**src/rtl/couple_ramp_ctl.sv**
```systemverilog
`default_nettype none
// ============================================================================
//  Module      : couple_ramp_ctl
//  Description : Holds the two coupling registers (magnitude + phase offset)
//                read by the interleaved-IQ pair coupler. Host updates arrive
//                over a valid/ready handshake. Magnitudes move in linear
//                ramps. A phase change is sequenced as ramp-to-zero, swap
//                phase, ramp-to-target. Every register commit happens at an
//                IQ pair boundary (rising edge with iq sampled low).
//  Revision    : 1.0 - initial release
// ============================================================================
module couple_ramp_ctl #(
    parameter int CW = 18,   // coupling magnitude width (signed)
    parameter int PW = 19    // phase offset width (signed, full turn = 2^PW)
) (
    input  logic          clk,
    input  logic          rst,
    input  logic          iq,
    input  logic          wr_valid,
    output logic          wr_ready,
    input  logic          wr_sel,
    input  logic [CW-1:0] wr_coupling,
    input  logic [PW-1:0] wr_phase,
    input  logic [CW-2:0] ramp_step,
    input  logic          out_coupling_addr,
    output logic [CW-1:0] out_coupling,
    input  logic          out_phase_offset_addr,
    output logic [PW-1:0] out_phase_offset,
    output logic          busy,
    output logic          done
);

    // ------------------------------------------------------------------------
    // State encoding
    // ------------------------------------------------------------------------
    localparam logic [2:0] ST_IDLE      = 3'd0;
    localparam logic [2:0] ST_RAMP_DOWN = 3'd1;
    localparam logic [2:0] ST_SWAP      = 3'd2;
    localparam logic [2:0] ST_RAMP_UP   = 3'd3;
    localparam logic [2:0] ST_DONE      = 3'd4;

    localparam logic [CW-1:0] C_MAG_ZERO   = '0;
    localparam logic [PW-1:0] C_PHASE_ZERO = '0;

    // ------------------------------------------------------------------------
    // Registers and their next-state values
    // ------------------------------------------------------------------------
    logic [2:0]    state_q,     state_d;
    logic          sel_q,       sel_d;
    logic [CW-1:0] tgt_mag_q,   tgt_mag_d;
    logic [PW-1:0] tgt_phase_q, tgt_phase_d;
    logic [CW-1:0] mag0_q,      mag0_d;
    logic [CW-1:0] mag1_q,      mag1_d;
    logic [PW-1:0] ph0_q,       ph0_d;
    logic [PW-1:0] ph1_q,       ph1_d;

    // ------------------------------------------------------------------------
    // Helper wires
    // ------------------------------------------------------------------------
    logic          w_slot;        // this edge ends a Q cycle
    logic          w_accept;      // handshake completes this edge
    logic [PW-1:0] w_wr_cur_ph;   // active phase of the coupling being written
    logic [CW-1:0] w_cur_mag;     // active magnitude of the latched coupling
    logic [CW-1:0] w_goal;        // 0 while ramping down, target while ramping up
    logic [CW:0]   w_cur_ext;
    logic [CW:0]   w_goal_ext;
    logic [CW:0]   w_diff;        // goal - current, one extra bit so it cannot overflow
    logic [CW:0]   w_abs;
    logic [CW:0]   w_step_ext;
    logic          w_jump;        // remaining distance fits in one step
    logic [CW-1:0] w_stepped;
    logic [CW-1:0] w_next_mag;

    assign w_slot   = ~iq;
    assign w_accept = wr_valid & wr_ready;

    // Phase currently applied to the coupling the host is addressing
    assign w_wr_cur_ph = wr_sel ? ph1_q : ph0_q;

    // ------------------------------------------------------------------------
    // Ramp arithmetic: one step of the selected magnitude toward the goal.
    // The difference is formed in CW+1 bits so the full signed span
    // (e.g. -2^(CW-1) to 2^(CW-1)-1) is representable. When the remaining
    // distance is within one step, or the step is zero, the goal is loaded
    // exactly; otherwise the step is added/subtracted. Because that only
    // happens when |diff| > step, the CW-bit result stays between the
    // current value and the goal and can neither overshoot nor wrap.
    // ------------------------------------------------------------------------
    assign w_cur_mag  = sel_q ? mag1_q : mag0_q;
    assign w_goal     = (state_q == ST_RAMP_DOWN) ? C_MAG_ZERO : tgt_mag_q;
    assign w_cur_ext  = {w_cur_mag[CW-1], w_cur_mag};
    assign w_goal_ext = {w_goal[CW-1], w_goal};
    assign w_diff     = w_goal_ext - w_cur_ext;
    assign w_abs      = w_diff[CW] ? (~w_diff + 1'b1) : w_diff;
    assign w_step_ext = {2'b00, ramp_step};
    assign w_jump     = (ramp_step == '0) || (w_abs <= w_step_ext);
    assign w_stepped  = w_diff[CW] ? (w_cur_mag - {1'b0, ramp_step})
                                   : (w_cur_mag + {1'b0, ramp_step});
    assign w_next_mag = w_jump ? w_goal : w_stepped;

    // State and datapath registers with synchronous reset
    always_ff @(posedge clk) begin
        if (rst) begin
            state_q     <= ST_IDLE;
            sel_q       <= 1'b0;
            tgt_mag_q   <= C_MAG_ZERO;
            tgt_phase_q <= C_PHASE_ZERO;
            mag0_q      <= C_MAG_ZERO;
            mag1_q      <= C_MAG_ZERO;
            ph0_q       <= C_PHASE_ZERO;
            ph1_q       <= C_PHASE_ZERO;
        end else begin
            state_q     <= state_d;
            sel_q       <= sel_d;
            tgt_mag_q   <= tgt_mag_d;
            tgt_phase_q <= tgt_phase_d;
            mag0_q      <= mag0_d;
            mag1_q      <= mag1_d;
            ph0_q       <= ph0_d;
            ph1_q       <= ph1_d;
        end
    end

    // Next-state logic: FSM transitions and slot-aligned register commits
    always_comb begin
        state_d     = state_q;
        sel_d       = sel_q;
        tgt_mag_d   = tgt_mag_q;
        tgt_phase_d = tgt_phase_q;
        mag0_d      = mag0_q;
        mag1_d      = mag1_q;
        ph0_d       = ph0_q;
        ph1_d       = ph1_q;

        case (state_q)
            ST_IDLE: begin
                if (w_accept) begin
                    sel_d       = wr_sel;
                    tgt_mag_d   = wr_coupling;
                    tgt_phase_d = wr_phase;
                    // A phase change must pass through zero magnitude first
                    if (wr_phase != w_wr_cur_ph) begin
                        state_d = ST_RAMP_DOWN;
                    end else begin
                        state_d = ST_RAMP_UP;
                    end
                end
            end

            ST_RAMP_DOWN: begin
                if (w_slot) begin
                    if (sel_q) begin
                        mag1_d = w_next_mag;
                    end else begin
                        mag0_d = w_next_mag;
                    end
                    if (w_jump) begin
                        state_d = ST_SWAP;
                    end
                end
            end

            ST_SWAP: begin
                // Magnitude is already zero here, so the phase step is invisible
                if (w_slot) begin
                    if (sel_q) begin
                        ph1_d = tgt_phase_q;
                    end else begin
                        ph0_d = tgt_phase_q;
                    end
                    state_d = ST_RAMP_UP;
                end
            end

            ST_RAMP_UP: begin
                if (w_slot) begin
                    if (sel_q) begin
                        mag1_d = w_next_mag;
                    end else begin
                        mag0_d = w_next_mag;
                    end
                    if (w_jump) begin
                        state_d = ST_DONE;
                    end
                end
            end

            ST_DONE: begin
                state_d = ST_IDLE;
            end

            default: begin
                state_d = ST_IDLE;
            end
        endcase
    end

    // Output decode from the current state
    always_comb begin
        wr_ready = 1'b0;
        busy     = 1'b0;
        done     = 1'b0;
        case (state_q)
            ST_IDLE:      wr_ready = 1'b1;
            ST_RAMP_DOWN: busy     = 1'b1;
            ST_SWAP:      busy     = 1'b1;
            ST_RAMP_UP:   busy     = 1'b1;
            ST_DONE:      done     = 1'b1;
            default:      wr_ready = 1'b0;
        endcase
    end

    // Zero-latency read ports for the coupler
    always_comb begin
        out_coupling     = out_coupling_addr     ? mag1_q : mag0_q;
        out_phase_offset = out_phase_offset_addr ? ph1_q  : ph0_q;
    end

endmodule

`default_nettype wire

```
**config.mk**
```make
export PLATFORM = sky130hd
export DESIGN_NAME = couple_ramp_ctl
export DESIGN_NICKNAME = d
export VERILOG_FILES = /design/src/rtl/couple_ramp_ctl.sv
export SDC_FILE = /design/constraint.sdc
export NUM_CORES = 1
export LEC_CHECK = 0
export ABC_AREA = 1
export CAP_MARGIN = 40
export CORE_MARGIN = 8
export CORE_UTILIZATION = 40
export CTS_BUF_LIST = sky130_fd_sc_hd__clkbuf_16
export DETAILED_ROUTE_END_ITERATION = 10
export PLACE_DENSITY_LB_ADDON = 0.2
export SKIP_CTS_REPAIR_TIMING = 1
export SLEW_MARGIN = 20
export SYNTH_ARGS = -nofsm -noshare
export SYNTH_HDL_FRONTEND = slang
export SYNTH_SLANG_ARGS = --single-unit
```
**constraint.sdc**
```tcl
create_clock -name clk -period 7.39 [get_ports clk]
set_clock_uncertainty 0.05 [all_clocks]
set_input_delay 1.8475 -clock clk [delete_from_list [all_inputs] [get_ports clk]]
set_output_delay 1.8475 -clock clk [all_outputs]
set_load 0.005 [all_outputs]
```
==> metrics.csv <==
stage,metric,value,unit
cts,Clock transition at path regs,0.07,ns
sta,fin crit period,6.17,ns
yosys,"top cells by count, synth","325 x nand2_1, 222 x inv_1, 135 x a21oi_1",
worst_setup_path,CP max stage delay,0.79,ns
yosys,cell with the most instances after synthesis,nand2_1,
yosys,synth warn,0,
sta,Slew @ Worst Pin,0.727,ns
sta,Final Cycle Share,0.834,
placement,dpl cell area,10100,um2
grt,grt ovf,0,
job,max_cap viols,0,
yosys,top-area cell type share of the netlist area,0.260,
worst_setup_path,Crit path top cell by count,nand2_1,
grt,GR Util All Layers,0.206,
die,Initial Util,0.407,
yosys,synth top area cells,"dfxtp_1 26%, nand2_1 14%, inv_1 9.4%",
yosys,Mean Syn Cell Area,6.27,um2
worst_setup_path,Worst Path Arrival,6.50,ns
worst_hold_path,Worst Hold Class,register to register,
yosys,largest family of logic cells by synthesized area,simple AND/OR/NAND/NOR gates,
yosys,Synth Cell Area,8850,um2
die,Ports,101,
placement,Final GP Congestion,0.945,
worst_setup_path,R2R setup slack,1.22,ns
cts,TritonCTS clock tree,yes,
cts,later-pin clock latency in the skew report,0.44,ns
cells_and_area,final net count,1601,
sta,Final Max Slew Viols,0,
route,drt first pass iters,5,
cells_and_area,layout cell share with drive strength beyond 1,0.0708,
route,Avg Vias per Cell,5.10,
sta,RSZ-0062 raised after global routing,false,
route,DR WL/cell,15.7,um
grt,vias in the first global route,8413,
route,"antenna viol nets, final",0,
yosys,post-synth cell types,49,
yosys,Synth Area in Compound Gates,0.183,
die,Die W,165,um
placement,post-DP HPWL,21000,um
die,Core Region,21800,um2
worst_setup_path,crit-path max FO,24,
worst_setup_path,slowest CP cell,dfxtp_1,
cts,H-Tree Depth,4,
grt,pin count of the biggest net entering global routing,75,
cts,number of buffers created by CTS,17,
cts,Max Root-Sink Buffers,2,
yosys,ys flop type,dfxtp_1,
cells_and_area,ant diodes,0,
placement,port bufs,100,
sta,slew margin rel.,0.515,
cells_and_area,post-route cell area,10700,um2
grt,initial antenna violation count,0,
run_status,outcome,completed,
route,drt drc,0,
route,routed wire length,27800,um
sta,Fin. Hold Viols,0,
yosys,mux contribution to synthesized area,0,
yosys,Post-synth EDFFs,0,
yosys,Post-synth ARST share,0,
sta,# setup viols final,0,
yosys,xor and xnor fraction of the mapped netlist area,0.0539,
cells_and_area,Syn-to-layout area delta,21.0,%
yosys,Adder-Cell Fraction of Synth Area,0.0795,
route,Vias,9061,
die,die height,165,um
yosys,Syn Nets,1526,
worst_setup_path,critical setup path kind,register to register,
yosys,Cells after Synth,1410,
sta,Total Neg Setup Slack,0,ns
worst_setup_path,CP Launch Type,register,
yosys,Simple-Gate Fraction of Synth Area,0.295,
die,Rows,54,
die,Die ar.,27100,um2
cts,clock sink count,115,
worst_setup_path,CP required,7.72,ns
yosys,Yosys reg bits,115,
sta,Max Freq,162,MHz
yosys,Yosys top cell by area,dfxtp_1,
grt,global-route wire length before repair,44000,um
worst_setup_path,Worst setup EP type,register,
cts,root buffer cell,clkbuf_16,
yosys,sequential-to-total area share from yosys stat,0.260,
route,DRT iter0 DRCs,811,
==> placed cells by master (no fill, tap or decap), types with 10 or more instances in the layout <==
cell type        netlist  layout
a21oi_1              135     135
nand2_1              325     325
nand3_1              111     111
nor3_1                10      10
buf_4                  0      11
dfxtp_1              115     115
ha_1                  53      53
xor2_1                44      44
clkbuf_16              0      17
o21ai_0              134     134
clkdlybuf4s50_1        0      99
nor2_1                85      84
inv_1                222     222
nand2_2               24      24
nand4_1               10      10
==> cells by family after synthesis <==
kind of cell	Yosys count
and+or+nand+nor	594
xor gates and xnor gates	52
adders and majority gates	55
buffers and inverters	289
AOI/OAI and AO/OA	305
DFF	115
==> worst max-delay path, delay by kind of cell, from the launching register on <==
kind	cells	cell delay (ns)
AOI/OAI and AO/OA	8	1.77
and+or+nand+nor	16	1.73
buffers and inverters	7	0.81
DFF	1	0.79
adders and majority gates	2	0.76
xor gates and xnor gates	1	0.15
==> sequential cells by signal, indices dropped and copies added, names as in the netlist <==
register / count
mag0_q: 18
mag1_q: 18
tgt_mag_q: 18
sel_q: 1
tgt_phase_q: 19
state_q: 3
ph0_q: 19
ph1_q: 19
==> cell type report <==
type,instances,area (um2)
clock inverter,15,179
fill,2278,11100
tap,280,350
timing repair buffer,116,1170
clock buffer,17,425
multi-input combinational,1006,5410
sequential,115,2300
inverter,229,867
==> per-stage QoR <==
step / cells / worst slack [ns] / utilization / hold slack, ns
after floorplan: 1410 / 2.22 / - / 0.385
after global placement: 1741 / 1.37 / 0.460 / 0.398
after detailed placement: 1744 / 1.32 / 0.462 / 0.404
after CTS: 1776 / 1.26 / 0.490 / 0.414
after global routing: 1778 / 0.712 / 0.492 / 0.431
final: 1778 / 1.22 / 0.492 / 0.410
==> per-layer routing <==
metal,vias to the layer above,wire (um),track usage
met1,4093,12800,0.269
met4,0,702,0.0708
met3,45,1620,0.0414
met2,255,12700,0.331
li1,4668,-,-
met5,-,0,0
==> worst paths after layout <==
kind	end	cells after the start	startpoint
hold reg to reg	tgt_mag_q[9]$_SDFFE_PP0P_	2	tgt_mag_q[9]$_SDFFE_PP0P_
setup reg to reg	mag1_q[7]$_SDFFE_PP0P_	34	sel_q$_SDFFE_PP0P_
setup / recovery	mag1_q[7]$_SDFFE_PP0P_	34	sel_q$_SDFFE_PP0P_
hold / removal	tgt_mag_q[9]$_SDFFE_PP0P_	2	tgt_mag_q[9]$_SDFFE_PP0P_
Power is not shown: default switching activity piles up to over one toggle a cycle in this logic, so the estimate is an artifact.
